[src/rtl/axi_araw_push.sv]
// AR/AW round-robin arbiter that packs the granted address beat into a tagged word for the ARAW async FIFO write port.
// Optional macro ARAW_OUTSTANDING_LIMIT_EN caps outstanding reads/writes at MAX_OUTS each.
module axi_araw_push #(
  parameter int unsigned ID_W     = 4,
  parameter int unsigned ADDR_W   = 32,
  parameter int unsigned LEN_W    = 4,
  parameter int unsigned SIZE_W   = 3,
  parameter int unsigned BURST_W  = 2,
  parameter int unsigned DATA_W   = 46,
  parameter int unsigned MAX_OUTS = 4
) (
  input  logic               clk,
  input  logic               rst,
  input  logic [ID_W-1:0]    ARID,
  input  logic [ADDR_W-1:0]  ARADDR,
  input  logic [LEN_W-1:0]   ARLEN,
  input  logic [SIZE_W-1:0]  ARSIZE,
  input  logic [BURST_W-1:0] ARBURST,
  input  logic               ARVALID,
  output logic               ARREADY,
  input  logic [ID_W-1:0]    AWID,
  input  logic [ADDR_W-1:0]  AWADDR,
  input  logic [LEN_W-1:0]   AWLEN,
  input  logic [SIZE_W-1:0]  AWSIZE,
  input  logic [BURST_W-1:0] AWBURST,
  input  logic               AWVALID,
  output logic               AWREADY,
  input  logic               rdone,
  input  logic               bdone,
  output logic [DATA_W-1:0]  wdata,
  output logic               wpush,
  input  logic               wfull
);

  logic              hold_v;
  logic [DATA_W-1:0] hold_data;
  logic              prio;
  logic              rd_ok, wr_ok;
  logic              ar_el, aw_el;
  logic              grant_ar, grant_aw;
  logic              can_accept;
  logic              ar_hs, aw_hs;
  logic [DATA_W-1:0] ar_word, aw_word;

  assign ar_word = {1'b0, ARID, ARADDR, ARLEN, ARSIZE, ARBURST};
  assign aw_word = {1'b1, AWID, AWADDR, AWLEN, AWSIZE, AWBURST};

  assign wpush      = hold_v & ~wfull;
  assign wdata      = hold_data;
  // A full holding register may refill in the same cycle it drains.
  assign can_accept = ~hold_v | ~wfull;

  assign ar_el    = ARVALID & rd_ok;
  assign aw_el    = AWVALID & wr_ok;
  assign grant_ar = ar_el & (~aw_el | ~prio);
  assign grant_aw = aw_el & (~ar_el | prio);

  assign ARREADY = ~rst & can_accept & grant_ar;
  assign AWREADY = ~rst & can_accept & grant_aw;
  assign ar_hs   = ARVALID & ARREADY;
  assign aw_hs   = AWVALID & AWREADY;

  always_ff @(posedge clk) begin
    if (rst) begin
      hold_v    <= 1'b0;
      hold_data <= '0;
      prio      <= 1'b0;
    end else begin
      if (ar_hs) begin
        hold_v    <= 1'b1;
        hold_data <= ar_word;
        prio      <= 1'b1;
      end else if (aw_hs) begin
        hold_v    <= 1'b1;
        hold_data <= aw_word;
        prio      <= 1'b0;
      end else if (wpush) begin
        hold_v <= 1'b0;
      end
    end
  end

`ifdef ARAW_OUTSTANDING_LIMIT_EN
  localparam int unsigned CW = $clog2(MAX_OUTS + 1);

  logic [CW-1:0] rd_cnt, wr_cnt;
  logic          rd_dec, wr_dec;

  // Completions arriving at a zero count are dropped rather than wrapping.
  assign rd_dec = rdone & (rd_cnt != '0);
  assign wr_dec = bdone & (wr_cnt != '0);
  assign rd_ok  = (rd_cnt != CW'(MAX_OUTS));
  assign wr_ok  = (wr_cnt != CW'(MAX_OUTS));

  always_ff @(posedge clk) begin
    if (rst) begin
      rd_cnt <= '0;
      wr_cnt <= '0;
    end else begin
      if (ar_hs && !rd_dec)
        rd_cnt <= rd_cnt + CW'(1);
      else if (!ar_hs && rd_dec)
        rd_cnt <= rd_cnt - CW'(1);
      if (aw_hs && !wr_dec)
        wr_cnt <= wr_cnt + CW'(1);
      else if (!aw_hs && wr_dec)
        wr_cnt <= wr_cnt - CW'(1);
    end
  end
`else
  logic unused_done;
  assign unused_done = rdone ^ bdone ^ (MAX_OUTS == 0);
  assign rd_ok = 1'b1;
  assign wr_ok = 1'b1;
`endif

endmodule

[config.mk]
export PLATFORM = sky130hd
export DESIGN_NAME = axi_araw_push
export DESIGN_NICKNAME = d
export VERILOG_FILES = /design/src/rtl/axi_araw_push.sv
export SDC_FILE = /design/constraint.sdc
export NUM_CORES = 1
export LEC_CHECK = 0
export CAP_MARGIN = 10
export CORE_ASPECT_RATIO = 1.4
export CORE_MARGIN = 2
export CORE_UTILIZATION = 35
export DETAILED_ROUTE_END_ITERATION = 8
export DONT_BUFFER_PORTS = 1
export PLACE_DENSITY = 0.5
export SLEW_MARGIN = 10
export SYNTH_ARGS = -nofsm -noshare
export SYNTH_HDL_FRONTEND = slang
export SYNTH_SLANG_ARGS = --single-unit
[constraint.sdc]
create_clock -name clk -period 2 [get_ports clk]
set_clock_uncertainty 0.05 [all_clocks]
set_input_delay 0.6 -clock clk [delete_from_list [all_inputs] [get_ports clk]]
set_output_delay 0.6 -clock clk [all_outputs]
set_load 0.05 [all_outputs]
# == Word-level counts from Yosys, hierarchy flattened ==
# Index checks and enable logic that the tools add are counted.
# word_totals
regBits,48
latchBits,0
ramBits,0
mem_bits_ro,0
in_bits,97
output_inout_bits,49
word_cells,31
n_memories,0
# classes
n_addsub,0
mul,0
div,0
n_lt_le_gt_ge,0
eq_ne,0
n_shift,0
mux,7
bitwise,17
n_reduce_logical,3
# ops
operator,count
two-way mux 45 bit,2
AND 1 bit,8
NOT 1 bit,6
two-way mux 1 bit,5
bitwise OR 1 bit,3
nonzero test 3 bit,1
nonzero test 2 bit,1
OR reduction 2 bit,1

# == Longest topological paths before layout ==
# depth
word_depth,7
mapped_depth,5
mapped_depth_nobuf,3

# == Worst setup path after synthesis ==
# No wires, ideal clock.
# synth_timing
path_kind,input -> output
from,input port wfull
to,output port ARREADY
t_arrival_ns,1.791
required_ns,1.350
slack_ns,-0.441
stages,4
n_path_buf,2
path_cell_list,a21o_2 -> buf_6 -> buf_4 -> nor2_1
# synth_between
elab_chain_cells,4
# synth_rtl
item,line,rtl
from (decl),32,input logic wfull
NOT 1 bit,51,assign can_accept = ~hold_v | ~wfull;
bitwise OR 1 bit,51,
AND 1 bit (2 in series),58,assign ARREADY = ~rst & can_accept & grant_ar;
to (decl),20,"output logic ARREADY,"
# Every way passes these cells.

# == Worst setup path in the final report ==
# layout_timing
from,register prio
to,output port AWREADY
# layout_between
elab_chain_cells,3
# layout_rtl
item,line,rtl
from (decl),37,logic prio;
from (signal assigned),67,prio <= 1'b0;
from (signal assigned),72,prio <= 1'b1;
from (signal assigned),76,prio <= 1'b0;
bitwise OR 1 bit,56,assign grant_aw = aw_el & (~ar_el | prio);
AND 1 bit,56,
AND 1 bit,59,assign AWREADY = ~rst & can_accept & grant_aw;
to (decl),27,"output logic AWREADY,"
# Every way passes these cells.

==> flow_results.org <==
** Setup path
- Counting cells, the worst reg-to-reg path comes to 4.
- First element of the critical path :: prio$_SDFFE_PP0P_
- Critical Path Fanout Max :: 4
- Nature of the critical path startpoint :: register
- The critical path runs through a total of 2 cells.
- Broken down by cell family, the worst path's largest delay share belongs to simple AND/OR/NAND/NOR gates.
- Critical path arrival :: 1.24 ns
- STA puts the critical path data required time at about 1.4 ns.
- Worst path slowest cell :: dfxtp_1
- The worst setup path is captured at a primary output.
- Cells along the critical path :: or2b_1 -> and3_2
- Minimum setup slack among reg-to-reg paths :: approximately 0.39 ns
- Counting both buffers and inverters, the worst setup path holds a total of 0.
- Terminus of the critical flop-to-flop path :: wdata[14]$_SDFFE_PP0P_
- The critical path is of the register to primary output type.
- The most critical setup path has its endpoint at AWREADY.
- Worst flop-to-flop path startpoint :: prio$_SDFFE_PP0P_
- CP max stage delay :: between 0.3 and 0.4 ns

** Route
- Number of vias in the routed layout :: 2238
- Met1 wire length :: between 2000 and 3000 um
- Number of nets with antenna violations after routing :: 0
- Top layer reached by signal wires :: met4
- Met3 routed wirelength :: just over 600 um
- In this run, the number of DRC markers left after iteration 0 of detailed routing was 80.
- Mean number of vias per cell :: 6.22
- Remaining design rule violation count :: 0
- In the detailed route, the total length drawn on met2 is around 3600 um.
- Drt first pass iters :: 4
- Average wire length per cell after detail routing :: slightly below 20 um
- After detailed routing, the total wire length is between 7000 and 8000 um.

** Timing
- Worst slew pin tran :: 0.569 ns
- Setup violations remaining at the end of the flow were counted as 0.
- Derived from the worst setup path, the maximum achievable clock frequency is 528 MHz.
- The count of final max-slew check failures was 0.
- Portion of the clock cycle consumed by the worst path in the final layout :: between 90 and 100%
- Unrepaired setup endpoints after global routing :: false
- Final hold violation count :: 0
- Final-layout setup total negative slack :: 0 ns
- Measured against its own limit, the worst slew margin works out to ~62%.
- For the finished layout, the period the worst path requires is ~1.9 ns.

** Clock network
- Once the clock tree was built, the setup fixing pass inserted 0 buffers.
- TritonCTS clock tree :: built
- Clock buffers created by TritonCTS :: 5
- Clock-pin slew reported for the worst setup and hold paths after clock tree synthesis :: around 0.09 ns
- CTS hold repair buffers :: 0
- Clk_lat worst skew :: 0.29 ns
- In this run the number of H-tree levels came out at 2.
- The cell sitting at the root of the clock tree is a clkbuf_8.
- Clock tree buffer depth :: 2
- Post-CTS repair changed the size of 0 cells.
- Clock tree synthesis found a total of 48 sinks.

** Place
- Summing all placed instances gives a cell area of approximately 2400 um^2.
- Input and output buffers added on the ports amount to 0.
- Dpl hpwl :: 4520 um
- Final GP Congestion :: about 0.67

** Power and ir drop
- Dividing total power by cell area gives a power density of between 900 and 1000 nW/um^2.
- Clock share of power :: between 20% and 30%
- Of the total power, the share spent switching nets is 38.0%.
- Sequential fraction of design power :: 58.2%
- Cell Int Power :: 1.45 mW
- IR analysis of the VDD net gives a maximum drop of between 0.3 and 0.4 mV.
- Standby leakage power :: roughly 0.76 nW
- Net switching power figure :: around 0.89 mW
- Combinational cells account for between 10% and 20% of the total power.

** Synth
- Synthesis produced a netlist with a net count of 380.
- After synthesis, flip-flops and latches occupy 38.4% of the total area.
- The synthesized netlist occupies a cell area of approximately 2500 um^2.
- The synthesized design contains 48 register bits.
- Count of synthesis-stage warnings from yosys :: 0
- Counting every instance in the synthesized netlist gives ~280.
- After synthesis, the mean cell area works out to 8.84 um^2.
- Count of different cell masters after synthesis :: 28

** Finish
- Leading cell types in the layout, fill and taps excluded :: dfxtp_1 (48), a21oi_1 (46), nand3_1 (45), a311oi_1 (39), o21ai_0 (35)
- Relative to the synthesized area, the layout overhead comes to 1.35%.
- The number of antenna diodes in the final layout is 0.
- Finished Cell Area :: around 2500 um^2
- Most common cell after layout, fill and taps aside :: dfxtp_1
- Final-stage net count :: 361
- Of the cells placed in the final design, the portion with a size suffix greater than 1 is between 10% and 20%.
- Cells fill 36.5% of the core in the end.

** Floorplanning
- Std cell rows :: 36
- Standard cell core area :: 6940 um^2
- Io pins :: about 150
- From bottom edge to top edge, the die measures 104 um.
- Measured along the x axis, the die boundary spans 75.4 um.
- For this configuration, the core starts out at a cell density of a little over a third.
- Die Footprint :: approximately 8000 um^2

** Worst hold path
- Class of the tightest hold or removal check :: primary input to register

** Global route
- Overall Global Routing Usage :: about 17%
- Initial antenna violation count :: 0
- Entering global routing, the biggest net connects 92 pins.
- Via count of the first global-routing pass :: between 2000 and 2500
- The first global-routing pass estimated 10700 um of wire.
- Total congestion overflow :: 0

** Run status
- Status :: completed

** Run
- Across the run, the number of max-cap violations was 0.
power groups by stage:
stage	Sequential [mW]	Clock, mW	Combinational (mW)
floorplan	1.36	0	0.356
global placement	1.38	0	0.367
detailed placement	1.38	0	0.372
CTS	1.36	0.639	0.370
global route	1.37	0.667	0.411
finish	1.36	0.613	0.366
layout make-up:
cell class | instances | area (um^2)
repair buffers | 12 | 115
clock buffers | 6 | 82.6
inverters | 1 | 3.75
fillers | 756 | 4400
multi-input cells | 196 | 1240
flip-flops and latches | 48 | 961
clock inverters | 2 | 10.0
well taps | 95 | 119
flip-flops by register name, summed over array words and instances, names as in the netlist:
| register | cells |
|---|---|
| hold_v | 1 |
| wdata | 46 |
| prio | 1 |
routing by layer:
metal / global-route usage, % / vias to the layer above
met2: 29.2 / 94
met4: 4.51 / 0
li1: - / 1067
met3: 4.65 / 4
met1: 20.3 / 1073
met5: 0 / -
cells in the mapped netlist:
cell	count	area share (%)
nor2_1	2	0.30
clkbuf_8	1	0.55
or2b_1	1	0.30
nand3_1	45	9.0
nor2b_1	1	0.25
nor2_4	1	0.45
a21boi_4	1	0.75
buf_2	5	1.0
a21bo_1	1	0.40
dfxtp_1	48	38
o32ai_1	1	0.35
or2_1	1	0.25
and3_1	1	0.25
a21oi_1	46	9.2
o21ai_0	35	7.0
a311oi_2	6	3.6
nand2_1	1	0.15
a311oi_1	39	14
inv_1	1	0.15
o21ai_1	10	2.0
clkbuf_1	7	1.1
buf_8	1	0.60
a21oi_2	1	0.35
a21o_2	1	0.35
a31oi_1	1	0.25
buf_6	13	5.9
nor3_1	1	0.20
buf_4	11	3.3
metrics by stage:
stage	setup WS, ns	hold slack, ns	power, mW	instances
after floorplan	-0.0220	0.415	1.72	283
after global placement	0.200	0.453	1.75	352
after detailed placement	0.184	0.459	1.76	352
after CTS	0.0964	0.297	2.37	360
after global routing	0.0383	0.291	2.45	360
final	0.107	0.319	2.34	360
cell families after synthesis:
| kind of cell | Yosys count | share of synthesized area, % |
|---|---|---|
| and+or+nand+nor | 54 | 11.2 |
| buffers and inverters | 39 | 12.5 |
| AOI/OAI and AO/OA | 142 | 37.9 |
| DFF | 48 | 38.4 |
worst min path at each step:
stage	from	depth (start not counted)	endpoint
2_1_floorplan	hold_v$_SDFFE_PP0P_	2	hold_v$_SDFFE_PP0P_
3_3_place_gp	hold_v$_SDFFE_PP0P_	2	hold_v$_SDFFE_PP0P_
3_5_place_dp	hold_v$_SDFFE_PP0P_	2	hold_v$_SDFFE_PP0P_
4_1_cts	rst	1	wdata[20]$_SDFFE_PP0P_
5_1_grt	rst	1	wdata[20]$_SDFFE_PP0P_
6_report	rst	1	wdata[27]$_SDFFE_PP0P_
(Power assumes the default switching activity.)
